## config.mk

```make
export PLATFORM = sky130hd
export DESIGN_NAME = player_motion_ctrl
export DESIGN_NICKNAME = d
export VERILOG_FILES = /design/src/rtl/graphics_pkg.sv /design/src/rtl/frame_tick_gen.sv /design/src/rtl/player_motion_ctrl.sv
export SDC_FILE = /design/constraint.sdc
export NUM_CORES = 1
export LEC_CHECK = 0
export BUFFER_PORTS_ARGS = -buffer_cell sky130_fd_sc_hd__buf_2
export CORE_MARGIN = 2
export CORE_UTILIZATION = 57
export DETAILED_ROUTE_END_ITERATION = 8
export PLACE_DENSITY = 0.84
export SLEW_MARGIN = 10
export SYNTH_ARGS = -nofsm -noshare
export SYNTH_HDL_FRONTEND = slang
export SYNTH_SLANG_ARGS = --single-unit
```

## constraint.sdc

```tcl
create_clock -name CLK_50 -period 3.3 [get_ports CLK_50]
set_clock_uncertainty 0.2 [all_clocks]
set_input_delay 0.66 -clock CLK_50 [delete_from_list [all_inputs] [get_ports CLK_50]]
set_output_delay 0.66 -clock CLK_50 [all_outputs]
set_load 0.1 [all_outputs]
```

## src/rtl/graphics_pkg.sv

```systemverilog
// Shared motion types and constants for the player sprite.
// Jump items are built only when PLAYER_JUMP_EN is defined.
package graphics_pkg;

`ifdef PLAYER_JUMP_EN
   typedef enum logic [1:0] {
      IDLE,
      WALK_L,
      WALK_R,
      JUMP
   } motion_state_t;
`else
   typedef enum logic [1:0] {
      IDLE,
      WALK_L,
      WALK_R
   } motion_state_t;
`endif

   localparam logic [3:0] ANIM_IDLE       = 4'd0;
   localparam logic [3:0] ANIM_WALK_FIRST = 4'd1;
   localparam logic [3:0] ANIM_WALK_LAST  = 4'd4;
`ifdef PLAYER_JUMP_EN
   localparam logic [3:0] ANIM_JUMP       = 4'd5;
`endif

   localparam logic signed [7:0] JUMP_V0 = -8'sd12;
   localparam logic signed [7:0] GRAVITY = 8'sd1;

endpackage

```

## src/rtl/frame_tick_gen.sv

```systemverilog
// Synchronizes VGA_VS and emits a one-cycle tick per falling edge.
// The tick is registered so outputs update four clocks after the fall.
module frame_tick_gen (
   input  logic i_clk,
   input  logic i_rst_n,
   input  logic i_vs,
   output logic o_tick
);

   logic r_s1;
   logic r_s2;
   logic r_s3;
   logic r_tick;

   // two-flop synchronizer, history flop and registered fall detect
   always_ff @(posedge i_clk or negedge i_rst_n) begin
      if (!i_rst_n) begin
         r_s1   <= 1'b0;
         r_s2   <= 1'b0;
         r_s3   <= 1'b0;
         r_tick <= 1'b0;
      end else begin
         r_s1   <= i_vs;
         r_s2   <= r_s1;
         r_s3   <= r_s2;
         r_tick <= r_s3 & ~r_s2;
      end
   end

   assign o_tick = r_tick;

endmodule

```

## src/rtl/player_motion_ctrl.sv

```systemverilog
// Player position, facing and animation, updated once per VGA frame.
// Define PLAYER_JUMP_EN to build the JUMP state and vertical velocity.
module player_motion_ctrl
   import graphics_pkg::*;
#(
   parameter int SCREEN_W = 640,
   parameter int SPRITE_W = 53,
   parameter int START_X  = 200,
   parameter int GROUND_Y = 400,
   parameter int STEP     = 5,
   parameter int ANIM_DIV = 6
) (
   input  logic       CLK_50,
   input  logic       RESET_N,
   input  logic       VGA_VS,
   input  logic       left,
   input  logic       right,
   input  logic       jump,
   output logic [9:0] p_X,
   output logic [9:0] p_Y,
   output logic [3:0] p_animation,
   output logic       facing_left,
   output logic       frame_tick
);

   localparam logic signed [10:0] X_MAX  = 11'(SCREEN_W - SPRITE_W);
   localparam logic signed [10:0] STEP_S = 11'(STEP);
   localparam logic [3:0]         DIV_N  = 4'(ANIM_DIV);

   logic                 w_tick;
   logic                 w_lo;
   logic                 w_ro;
   logic signed [10:0]   w_xl;
   logic signed [10:0]   w_xr;
   logic [9:0]           w_x_nx;
   motion_state_t        w_st_nx;
   logic [3:0]           w_div_inc;
   logic [3:0]           w_anim_nx;
   logic [3:0]           w_div_nx;

   logic [9:0]           r_x;
   logic [3:0]           r_anim;
   logic [3:0]           r_div;
   logic                 r_face;
   logic                 r_ftick;
   motion_state_t        r_state;

   frame_tick_gen u_tick (
      .i_clk   (CLK_50),
      .i_rst_n (RESET_N),
      .i_vs    (VGA_VS),
      .o_tick  (w_tick)
   );

   assign w_lo = left & ~right;
   assign w_ro = right & ~left;
   assign w_xl = $signed({1'b0, r_x}) - STEP_S;
   assign w_xr = $signed({1'b0, r_x}) + STEP_S;
   assign w_div_inc = r_div + 4'd1;

   // clamped X and walk state chosen by this frame's controls
   always_comb begin
      w_x_nx  = r_x;
      w_st_nx = IDLE;
      if (w_lo) begin
         w_st_nx = WALK_L;
         w_x_nx  = (w_xl < 0) ? 10'd0 : w_xl[9:0];
      end else if (w_ro) begin
         w_st_nx = WALK_R;
         w_x_nx  = (w_xr > X_MAX) ? X_MAX[9:0] : w_xr[9:0];
      end
   end

   // walk animation: restart on entry, advance every DIV_N frames
   always_comb begin
      w_anim_nx = ANIM_IDLE;
      w_div_nx  = 4'd0;
      if (w_st_nx != IDLE) begin
         if (w_st_nx == r_state) begin
            if (w_div_inc == DIV_N) begin
               w_anim_nx = (r_anim == ANIM_WALK_LAST) ?
                           ANIM_WALK_FIRST : r_anim + 4'd1;
            end else begin
               w_anim_nx = r_anim;
               w_div_nx  = w_div_inc;
            end
         end else begin
            w_anim_nx = ANIM_WALK_FIRST;
         end
      end
   end

`ifdef PLAYER_JUMP_EN
   localparam logic signed [11:0] Y_GND = 12'(GROUND_Y);
   logic signed [7:0]  r_vy;
   logic [9:0]         r_y;
   logic signed [11:0] w_y_sum;
   assign w_y_sum = $signed({2'b00, r_y}) +
                    $signed({{4{r_vy[7]}}, r_vy});
   assign p_Y = r_y;
`else
   logic w_unused_jump;
   assign w_unused_jump = jump;
   assign p_Y = 10'(GROUND_Y);
`endif

   // motion state machine; all state moves only on a frame tick
   always_ff @(posedge CLK_50 or negedge RESET_N) begin
      if (!RESET_N) begin
         r_x     <= 10'(START_X);
         r_anim  <= ANIM_IDLE;
         r_div   <= 4'd0;
         r_face  <= 1'b0;
         r_ftick <= 1'b0;
         r_state <= IDLE;
`ifdef PLAYER_JUMP_EN
         r_vy    <= 8'sd0;
         r_y     <= 10'(GROUND_Y);
`endif
      end else begin
         r_ftick <= w_tick;
         if (w_tick) begin
            r_x <= w_x_nx;
            if (w_lo) begin
               r_face <= 1'b1;
            end else if (w_ro) begin
               r_face <= 1'b0;
            end
`ifdef PLAYER_JUMP_EN
            if (r_state == JUMP) begin
               if (w_y_sum >= Y_GND) begin
                  r_y     <= 10'(GROUND_Y);
                  r_vy    <= 8'sd0;
                  r_state <= w_st_nx;
                  r_anim  <= w_anim_nx;
                  r_div   <= w_div_nx;
               end else begin
                  r_y    <= w_y_sum[9:0];
                  r_vy   <= r_vy + GRAVITY;
                  r_anim <= ANIM_JUMP;
               end
            end else if (jump) begin
               r_state <= JUMP;
               r_vy    <= JUMP_V0;
               r_anim  <= ANIM_JUMP;
               r_div   <= 4'd0;
            end else
`endif
            begin
               r_state <= w_st_nx;
               r_anim  <= w_anim_nx;
               r_div   <= w_div_nx;
            end
         end
      end
   end

   assign p_X         = r_x;
   assign p_animation = r_anim;
   assign facing_left = r_face;
   assign frame_tick  = r_ftick;

endmodule

```

; Word level (Yosys, flattened, before mapping)
; Index checks and enable logic that the tools add are counted.
[word_totals]
ff_bits = 26
latchBits = 0
ram_bits = 0
mem_bits_ro = 0
output_inout_bits = 26
mem_count = 0
[op_classes]
addsub = 4
n_mul = 0
div = 0
magnitude_cmp = 2
eq_ne = 4
shifts = 0
n_mux = 15
n_bitwise = 6
reduce_logical = 4
[op_table]
columns = cell, count
row1 = two-way mux 10 bit, 4
row2 = two-way mux 4 bit, 7
row3 = "adder 10 x 3 -> 11 bit, second input constant", 1
row4 = "> comparator 11 bit, second input constant", 1
row5 = "less-than comparator 11 x 1 -> 1 bit, second input constant", 1
row6 = "subtractor 10 x 3 -> 11 bit, second input constant", 1
row7 = "adder 4 x 1 -> 4 bit, second input constant", 2
row8 = "== test 4 x 3 -> 1 bit, second input constant", 2
row9 = two-way mux 2 bit, 2
row10 = AND reduction 2 bit, 2
row11 = nonzero test 2 bit, 2
row12 = bitwise AND 1 bit, 3
row13 = "!= test 3 x 2 -> 1 bit, second input constant", 1
row14 = NOT 1 bit, 3
row15 = == test 2 bit, 1
row16 = two-way mux 1 bit, 2

; Depth between registers and ports, before layout
[depth]
word_depth = 7
ltp_mapped = 10
depth_no_buf = 8

; Cells and area by module
; From an unflattened synthesis, not the netlist that was laid out.
[unflattened]
cells_unflattened = 230
area_unflattened_um2 = 1995.7
[modules_own_cells]
columns = module, instances, cells_each, area_per_inst_um2, seq_area_each_um2
row1 = player_motion_ctrl, 1, 225, 1881.8, 554.3
row2 = frame_tick_gen, 1, 5, 113.9, 100.1

; Worst setup path after synthesis
; No wires, ideal clock.
[synth_path]
path_type = register -> register
startpoint = reg r_x[0], in the netlist p_X[0]
endpoint = reg r_x[3], in the netlist p_X[3]
arrival_time_ns = 2.745
t_required_ns = 3.023
path_slack_ns = 0.277
path_stages_with_launch = 10
n_path_buf = 1
synth_period_minus_slack_ns = 3.023
cell_sequence = dfrtp_1 -> buf_2 -> inv_1 -> ha_1 -> nand2b_1 -> and4b_4 -> or3b_2 -> a21oi_1 -> a21oi_1 -> a31oi_1
[synth_between]
elab_chain_len = 5
[synth_rtl]
columns = item, line_no
row1 = "start, declared", player_motion_ctrl.sv:41  ; logic [9:0] r_x;
row2 = "start signal, assigned", player_motion_ctrl.sv:110  ; r_x <= 10'(START_X);
row3 = "start signal, assigned", player_motion_ctrl.sv:123  ; r_x <= w_x_nx;
row4 = adder 10 x 3 -> 11 bit, player_motion_ctrl.sv:58  ; assign w_xr = $signed({1'b0, r_x}) + STEP_S;
row5 = > comparator 11 bit, player_motion_ctrl.sv:70  ; w_x_nx = (w_xr > X_MAX) ? X_MAX[9:0] : w_xr[9:0];
row6 = two-way mux 10 bit, player_motion_ctrl.sv:70
row7 = two-way mux 10 bit, player_motion_ctrl.sv:68  ; end else if (w_ro) begin
row8 = two-way mux 10 bit *, player_motion_ctrl.sv:65  ; if (w_lo) begin
; Mark *: on every way between the ends. The rest lies on a longest branch, timed or not. The select of a mux whose other input is x is not followed.
; A chain may end at the register's enable or synchronous reset.

; Final worst setup path
[layout_path]
startpoint = reg r_x[0], in the netlist p_X[0]
endpoint = reg r_x[5], in the netlist p_X[5]
; Same word-level chain as after synthesis.

==> results by group <==
Timing
  – RSZ-0062 raised after global routing: false
  – Slew Limit Fails: 0
  – Setup slack after layout: 0.6461 ns
  – Peak Freq: 376.8 MHz
  – Tightest Pin Transition: 0.5880 ns
  – Endpoints failing setup: 0
  – Final Critical Period: 2.654 ns
  – Setup TNS Final: 0 ns
  – Final period util: 0.8042
  – Hold violation count in the final report: 0
  – Slew Limit Headroom: 0.6080

Placement
  – Place WS: 0.6827 ns
  – PortBufs: 20
  – RD Place Congestion: 0.8286
  – DP Wirelength: between 2000 and 3000 um
  – Inst Count DP: 290

Worst hold path
  – HP Class: in2async

Floorplan
  – Die area: 0.004103 mm^2
  – Initial Util: 0.6065
  – Die width: 64.06 um
  – Core ar.: 0.003390 mm^2
  – Row Count: 21
  – Top-Level Pins: 32
  – Die height: 64.06 um

Critical path
  – CP endpoint kind: flop
  – R2R Setup Slk: 0.65 ns
  – Worst reg2reg path depth: 8
  – R2R Path Start: p_X[0]$_DFFE_PN0P_
  – CP endpoint: p_X[5]$_DFFE_PN0P_
  – WP data required: about 3.3 ns
  – Setup crit start: p_X[0]$_DFFE_PN0P_
  – Crit path launch type: flop
  – Worst-path fanout max: 11
  – Worst path arrival time: 2.69 ns
  – Setup CP Type: reg2reg
  – R2R Path End: p_X[5]$_DFFE_PN0P_

Clock tree
  – Clock latency on the worst-skew pair: 0.32 ns
  – Num Clock Sinks: 26
  – Longest Clk Path Bufs: 2
  – CTS tree: done
  – H-Tree Depth: 1
  – Post-cts sizing count: 0
  – Worst-path clk slew: 0.15 ns
  – Post-CTS Repair Setup Buffers: 0
  – Hold_buf cts: 0
  – Root buffer cell: clkbuf_4
  – TritonCTS Buffers: 3

Cells and area
  – Commonest non-fill, non-tap cell in the layout: dfrtp_1
  – Most frequent cells in the layout: 23 x dfrtp_1, 22 x nand2_1, 20 x buf_2
  – Synthesis-to-finish area growth: 4.382%
  – Nets: about 260
  – Fin cells: 294
  – Final antenna diode count: 0
  – Share of cells above drive strength 1: 0.1895

Drt
  – Vias/cell: 5.956
  – DRT Pass-1 Iters: 6
  – Via count: 1,751
  – # DRC: 0
  – ANT nets after route: 0
  – WL per Instance: 13.89 um
  – Post-Route WL: 4084 um
  – DRT iter0 DRCs: roughly 110

Pwr
  – Sw power: 1.112 mW
  – P_leak: 0.9410 nW
  – Part of the power in registers: 0.295
  – Internal: 854.3 uW
  – Switching part of the total: 0.5655
  – Clock share of power: 0.114
  – Logic pwr share: 0.591
  – Worst vdd ir: 640.1 uV
  – Pwr Density: 916.2 mW/mm^2

Global route
  – Gr usage total: 0.2156
  – Vias in the first global route: 1,573
  – Initial antenna violation count: 0
  – First-pass GRT wire length: ~7200 um
  – Congestion Overflow GR: 0
  – Largest net degree at the start of global routing: 27

Yosys
  – Mapped Cells: 239
  – Synth cell types: 63
  – EDFF count, synth: 0
  – Cell Area, Synth: 0.002056 mm^2
  – Primary FF master, synth: dfrtp_1
  – Syn avg cell area: 8.601 um^2
  – Number of synthesized register bits: 26
  – Ys Warns: 0
  – Post-synthesis sequential area ratio: 0.3183
  – Post-synthesis async set-or-reset flop share: 1.000

Run status
  – Status: finished, final reports clean

Flow run
  – Maxcap violations: 0
## cells in the mapped netlist (4+ instances only)
library cell	instances	area [um^2]
a21oi_1	9	45.04
a31oi_1	5	31.28
buf_2	5	25.02
buf_4	14	105.1
clkbuf_1	4	15.01
dfrtp_1	23	575.6
ha_1	9	112.6
inv_1	11	41.29
nand2_1	22	82.58
nand2b_1	5	31.28
nand3_1	7	35.03
nand3b_1	4	30.03
nor2_1	17	63.81
nor2b_1	8	50.05
nor3_1	5	25.02
o21ai_0	18	90.09
xnor2_1	5	43.79
## area by class of cell
cell class	instances	area (um^2)
sequential	26	654.4
timing repair buffer	23	122.6
tap	46	57.56
fill	297	1244
multi-input combinational	184	1217
clock inverter	1	30.03
inverter	11	41.29
clock buffer	3	22.52
## how the worst min path moves through the flow
| stage | end | from | slack (ns) | cells after the start |
|---|---|---|---|---|
| floorplan | u_tick.r_s2$_DFF_PN0_ | u_tick.r_s1$_DFF_PN0_ | 0.13 | 0 |
| global placement | u_tick.r_s2$_DFF_PN0_ | u_tick.r_s1$_DFF_PN0_ | 0.13 | 0 |
| detailed placement | u_tick.r_s2$_DFF_PN0_ | u_tick.r_s1$_DFF_PN0_ | 0.14 | 0 |
| CTS | p_X[2]$_DFFE_PN0P_ | RESET_N | 0.13 | 1 |
| global route | p_animation[3]$_DFFE_PN0P_ | RESET_N | 0.16 | 1 |
| finish | p_X[1]$_DFFE_PN0P_ | RESET_N | 0.11 | 1 |
## per-layer routing
layer	wire, um	track usage	vias to the layer above	part of all wire
met5	0	0	-	0
met4	54	0.05978	0	0.013
met3	212	0.02289	7	0.052
met2	1885	0.3255	51	0.46
met1	1931	0.3265	840	0.47
li1	-	-	853	-
## cells by family (layout without fill, tap and decap cells)
group,after synthesis,count (layout),share of synthesized area
AO/OA/AOI/OAI,64,64,0.2276
XOR/XNOR,8,8,0.03409
adder cells (fa/ha/maj),9,9,0.05478
buffers and inverters,37,38,0.1041
flip-flops,26,26,0.3183
multiplexers,4,4,0.02069
other,2,10,0.003653
AND/OR/NAND/NOR,89,89,0.2368
## worst max-delay path, cell delays in order, from the launching register on
cell	delay (ns)
dfrtp_1	0.54
inv_1	0.16
ha_1	0.22
nand2b_1	0.25
and4b_4	0.32
nand2b_1	0.32
nor2_1	0.10
a32o_1	0.27
a31o_1	0.18
## registers in the layout, summed over array words and instances, names as in the netlist
name / count
p_X: 10
p_animation: 4
r_div: 4
r_state: 2
facing_left: 1
frame_tick: 1
u_tick.o_tick: 1
u_tick.r_s1: 1
u_tick.r_s2: 1
u_tick.r_s3: 1
## power by group through the flow
stage / combinational (mW) / sequential [mW] / clock, mW
5_1_grt: 1.25 / 0.603 / 0.236
2_1_floorplan: 0.768 / 0.845 / 0
4_1_cts: 1.16 / 0.577 / 0.226
3_5_place_dp: 1.16 / 0.585 / 0
3_3_place_gp: 1.14 / 0.580 / 0
6_report: 1.16 / 0.580 / 0.223
## metrics by stage
stage | power (mW) | util | cell area, um^2 | hold slack, ns
6_report | 1.966 | 0.6331 | 2146 | 0.1075
3_3_place_gp | 1.722 | 0.6176 | 2093 | 0.1338
2_1_floorplan | 1.612 | - | 2086 | 0.1312
5_1_grt | 2.089 | 0.6331 | 2146 | 0.1627
4_1_cts | 1.964 | 0.6331 | 2146 | 0.1298
3_5_place_dp | 1.744 | 0.6176 | 2093 | 0.1403
No activity file was read; power rests on OpenSTA's default activity.
